## config.mk

```make
export PLATFORM = sky130hd
export DESIGN_NAME = entropy_collector
export DESIGN_NICKNAME = d
export VERILOG_FILES = /design/src/rtl/entropy_pkg.sv /design/src/rtl/entropy_rct.sv /design/src/rtl/entropy_collector.sv
export SDC_FILE = /design/constraint.sdc
export NUM_CORES = 1
export LEC_CHECK = 0
export CAP_MARGIN = 25
export CORE_UTILIZATION = 50
export DETAILED_ROUTE_END_ITERATION = 6
export PLACE_DENSITY = 0.8
export SLEW_MARGIN = 20
export SYNTH_ARGS = -nofsm -noshare
export SYNTH_HDL_FRONTEND = slang
export SYNTH_SLANG_ARGS = --single-unit
```

## constraint.sdc

```tcl
create_clock -name clk -period 5.4 [get_ports clk]
set_input_delay 0.81 -clock clk [delete_from_list [all_inputs] [get_ports clk]]
set_output_delay 0.81 -clock clk [all_outputs]
set_load 0.02 [all_outputs]
```

## src/rtl/entropy_pkg.sv

```systemverilog
// entropy_pkg: shared defaults and extractor state type for the QRNG entropy front-end.
package entropy_pkg;
    localparam int DEF_WORD_W     = 64;
    localparam int DEF_RCT_CUTOFF = 32;
    localparam int DEF_CNT_W      = 16;
    localparam int RUN_W          = 8;
    typedef enum logic {VN_EMPTY, VN_HALF} vn_state_t;
endpackage

```

## src/rtl/entropy_rct.sv

```systemverilog
// entropy_rct: repetition-count health test on a raw bit stream with a sticky fail flag.
module entropy_rct
    import entropy_pkg::*;
#(
    parameter int RCT_CUTOFF = DEF_RCT_CUTOFF
) (
    input  logic clk,
    input  logic reset,
    input  logic raw_bit,
    input  logic raw_valid,
    output logic fail,
    output logic fail_next
);
    logic [RUN_W-1:0] run_q, run_d;
    logic             last_q, last_d;
    logic             fail_q, fail_d;

    always_comb begin
        run_d  = run_q;
        last_d = last_q;
        fail_d = fail_q;
        if (raw_valid) begin
            run_d  = raw_bit != last_q ? RUN_W'(1) :
                     run_q == RUN_W'(RCT_CUTOFF) ? run_q : run_q + 1'b1;
            last_d = raw_bit;
            fail_d = fail_q | (run_d == RUN_W'(RCT_CUTOFF));
        end
    end

    always_ff @(posedge clk or posedge reset) begin
        if (reset) begin
            run_q  <= RUN_W'(1);
            last_q <= 1'b0;
            fail_q <= 1'b0;
        end else begin
            run_q  <= run_d;
            last_q <= last_d;
            fail_q <= fail_d;
        end
    end

    assign fail      = fail_q;
    assign fail_next = fail_d;
endmodule

```

## src/rtl/entropy_collector.sv

```systemverilog
// entropy_collector: RCT-checked von Neumann debiasing of raw QRNG bits, packed into
// words on a valid/ready output with a saturating dropped-word counter.
module entropy_collector
    import entropy_pkg::*;
#(
    parameter int WORD_W     = DEF_WORD_W,
    parameter int RCT_CUTOFF = DEF_RCT_CUTOFF,
    parameter int CNT_W      = DEF_CNT_W
) (
    input  logic              clk,
    input  logic              reset,
    input  logic              enable,
    input  logic              raw_bit,
    input  logic              raw_valid,
    output logic [WORD_W-1:0] entropy_data,
    output logic              out_valid,
    input  logic              out_ready,
    output logic              rct_fail,
    output logic [CNT_W-1:0]  drop_count
);
    localparam int CW = $clog2(WORD_W);

    vn_state_t         vn_q, vn_d;
    logic              first_q, first_d;
    logic [CW-1:0]     cnt_q, cnt_d;
    logic [WORD_W-1:0] shreg_q, shreg_d;
    logic [WORD_W-1:0] data_q, data_d;
    logic              valid_q, valid_d;
    logic [CNT_W-1:0]  drop_q, drop_d;
    logic              fail_next, upd, emit, done, buf_free, load;
    logic [WORD_W-1:0] word;

    entropy_rct #(.RCT_CUTOFF(RCT_CUTOFF)) u_rct (
        .clk       (clk),
        .reset     (reset),
        .raw_bit   (raw_bit),
        .raw_valid (raw_valid),
        .fail      (rct_fail),
        .fail_next (fail_next)
    );

    // fail_next blocks the failing edge itself, so a failure beats a same-cycle word completion.
    always_comb begin
        upd      = enable && raw_valid && !fail_next;
        emit     = upd && vn_q == VN_HALF && raw_bit != first_q;
        word     = {shreg_q[WORD_W-2:0], first_q};
        done     = emit && cnt_q == CW'(WORD_W - 1);
        buf_free = !valid_q || out_ready;
        load     = done && buf_free;
        vn_d     = vn_q;
        if (!enable)
            vn_d = VN_EMPTY;
        else if (upd)
            vn_d = vn_q == VN_EMPTY ? VN_HALF : VN_EMPTY;
        first_d = upd && vn_q == VN_EMPTY ? raw_bit : first_q;
        cnt_d   = !enable || done ? '0 : emit ? cnt_q + 1'b1 : cnt_q;
        shreg_d = emit ? word : shreg_q;
        data_d  = load ? word : data_q;
        valid_d = fail_next ? 1'b0 : load ? 1'b1 : valid_q && !out_ready;
        drop_d  = done && !buf_free && drop_q != '1 ? drop_q + 1'b1 : drop_q;
    end

    always_ff @(posedge clk or posedge reset) begin
        if (reset) begin
            vn_q    <= VN_EMPTY;
            first_q <= 1'b0;
            cnt_q   <= '0;
            shreg_q <= '0;
            data_q  <= '0;
            valid_q <= 1'b0;
            drop_q  <= '0;
        end else begin
            vn_q    <= vn_d;
            first_q <= first_d;
            cnt_q   <= cnt_d;
            shreg_q <= shreg_d;
            data_q  <= data_d;
            valid_q <= valid_d;
            drop_q  <= drop_d;
        end
    end

    assign entropy_data = data_q;
    assign out_valid    = valid_q;
    assign drop_count   = drop_q;
endmodule

```

==> flow_summary.toml <==
[timing]
slew_viol_final = 0
finalHoldViolCount = 0
fin_crit_ps = 3660
maxSlewHeadroom_pct = 43.3
worst_slew_pin_slew_ps = 850
setup_viol = 0
fin_skew_ps = 6.13
setup_tns_ps = 0
rsz0062_at_grt = "no"
fin_crit_sh_pct = 67.9
max_freq_ghz = 0.273
hold_slack_ps = 483

[clock_network]
tritoncts = "built"
clk_latency_ps = 420
cts_sinks = 162
numCtsBuffers = 17
clk_path_buf_depth = 2
clkTransAtPathRegs_ps = 60
cts-hold-fix-buffers = 0
post-cts-setup-buffer-count = 0
htreeDepth = 4
root_buffer = "clkbuf_16"
ctsResizeCount = 0

[synth]
yosys.cell_types.count = 55
yosysWarnings = 0
syn_inst = 472
syn_area_per_cell_um2 = 14.4
synth-edff-count = 0
ys_ff_latch = 162
synth_area_mm2 = 0.00678
async_reset_ff_share_pct = 100
synth_ff_type = "dfrtp_1"
seq_area_frac_synth_pct = 59.9
synth_nets = 482

[global_routing]
grt_pass1_wl_mm = 20.1
first_global_vias = 4142
grt_overflow = 0
antenna_found_initial = 0
grt_use_total_pct = 18.1
grt_start_max_net_pins = 77

[finish]
final_cell_mix = "dfrtp_1 (161), mux2_2 (87), clkdlybuf4s50_1 (87)"
finalNonFillerCells = 753
diodes = 0
nNetsFinal = 574
drive_gt1_share_pct = 22.7
final_common_cell = "dfrtp_1"
syn_to_final_growth_pct = 22.8
fillCellCount = 1002
utilization_pct = 62.8

[floorplanning]
core_mm2 = 0.0132
initial_utilization_pct = 51.2
rows = 42
fp.dieW_um = 118
die_area_mm2 = 0.0140
die_h_um = 118
io_pins = 88

[worst_setup_path]
cp.required_ps = 5700
critPathLaunchType = "register"
cp_num_buf_inv = 1
cp_max_fo = 66
cpPeakStageDelay_ps = 710
worstSetupEndpointType = "register"
cp_slowest_cell = "or4_1"
crit_chain = "inv_1 -> ha_1 -> nand4bb_1 -> or3_1 -> a221o_1 -> or4_1 -> nand2_4 -> mux2_2"
critPathArrivalTime_ps = 3970
worstSetupPathType = "register to register"
path_delay_family = "simple AND/OR/NAND/NOR gates"

[route]
wl_met3_um = 432
dr.pass1.iters = 5
drt_iter0_markers = 236
m1WireLength_mm = 5.22
drc = 0
dr_total_vias = 4083
via_per_inst = 5.42
detail-route-antenna-nets = 0
wl_met2_mm = 5.97
dr.max_layer_used = "met4"
routedWlPerCell_um = 15.8
wirelength_mm = 11.9

[status]
status = "completed"

[place]
gp_congestion = 0.812
post-dp-hpwl_mm = 7.84
port_buffers = 87
dp_cells = 721

[pwr]
leakage_nw = 4.05
p_per_area_mw_per_mm2 = 318
ir_drop_mv = 0.166
power_mw = 2.65

[hold_path]
holdCritPathClass = "register to register"

[run]
cap_violations = 0
## report_power, final
part / internal [mW] / switching, mW / total [mW]
Combinational: 0.0550 / 0.0825 / 0.138
Sequential: 1.24 / 0.0364 / 1.28
Clock: 0.783 / 0.449 / 1.23
## final timing paths
| check | startpoint | endpoint | slack, ps | cells after the start |
|---|---|---|---|---|
| worst min register to register | entropy_data[52]$_DFFE_PP0P_ | entropy_data[52]$_DFFE_PP0P_ | 480 | 1 |
| min in group asynchronous | reset | entropy_data[24]$_DFFE_PP0P_ | 880 | 2 |
| worst min-delay path | entropy_data[52]$_DFFE_PP0P_ | entropy_data[52]$_DFFE_PP0P_ | 480 | 1 |
| worst max register to register | u_rct.run_q[1]$_DFFE_PP0P_ | shreg_q[47]$_DFFE_PP0P_ | 1740 | 8 |
| max in group asynchronous | reset | entropy_data[52]$_DFFE_PP0P_ | 3500 | 3 |
| worst max-delay path | u_rct.run_q[1]$_DFFE_PP0P_ | shreg_q[47]$_DFFE_PP0P_ | 1740 | 8 |
## Yosys cell counts (2+ instances only)
| cell type | count | area share (%) |
|---|---|---|
| inv_1 | 9 | 0.50 |
| dfrtp_1 | 161 | 59 |
| mux2_1 | 44 | 7.3 |
| nand4_1 | 5 | 0.46 |
| xnor2_1 | 6 | 0.78 |
| o211ai_1 | 2 | 0.22 |
| or3_1 | 4 | 0.37 |
| nor3_1 | 7 | 0.52 |
| or2_2 | 2 | 0.18 |
| nor4_1 | 2 | 0.18 |
| nor4b_1 | 2 | 0.26 |
| o31ai_1 | 4 | 0.44 |
| o41ai_1 | 2 | 0.26 |
| or4_1 | 4 | 0.44 |
| and4_1 | 2 | 0.26 |
| buf_12 | 4 | 1.2 |
| nand2_1 | 19 | 1.1 |
| a21oi_1 | 7 | 0.52 |
| xor2_1 | 12 | 1.6 |
| ha_1 | 4 | 0.74 |
| mux2_2 | 87 | 14 |
| and3_1 | 5 | 0.46 |
| buf_6 | 6 | 1.0 |
| clkbuf_1 | 4 | 0.22 |
| nand2b_1 | 5 | 0.46 |
| buf_4 | 4 | 0.44 |
| nand3_1 | 14 | 1.0 |
| nor2_1 | 6 | 0.33 |
| o21ai_0 | 13 | 0.96 |
## sequential cells by signal, indices dropped and copies added (netlist names)
register,cells
u_rct.run_q,8
shreg_q,63
u_rct.fail,1
cnt_q,6
drop_count,16
entropy_data,64
first_q,1
u_rct.last_q,1
vn_q,1
out_valid,1
## cell type report
class                           count  area, um^2  share of cell area [%]
Tap cell                          176         220                    2.65
Timing Repair Buffer               92         908                    10.9
Clock inverter                     10         158                    1.90
Multi-Input combinational cell    282        2480                    29.9
Sequential cell                   162        4060                    48.7
Clock buffer                       22         454                    5.46
Inverter                            9        38.8                   0.466
## metrics by stage
step / cell area (um^2) / setup WS (ps)
after floorplan: 6780 / 215
after global placement: 7710 / 1420
after detailed placement: 7710 / 1330
after CTS: 8320 / 1760
after global routing: 8320 / 1590
final: 8320 / 1740
## cell families after synthesis
kind of cell,Yosys count,share of synthesized area (%)
mux,132,21.9
fa+ha+maj,4,0.739
buf+inv,28,3.56
compound gates,41,4.04
simple gates,87,7.55
flops,162,59.9
xor+xnor,18,2.33
## per-layer routing
metal / track usage [%] / vias up
met2: 29.4 / 107
li1: - / 1896
met3: 4.20 / 26
met1: 22.9 / 2054
met4: 8.62 / 0
met5: 0 / -
No activity file was read; power rests on OpenSTA's default activity.
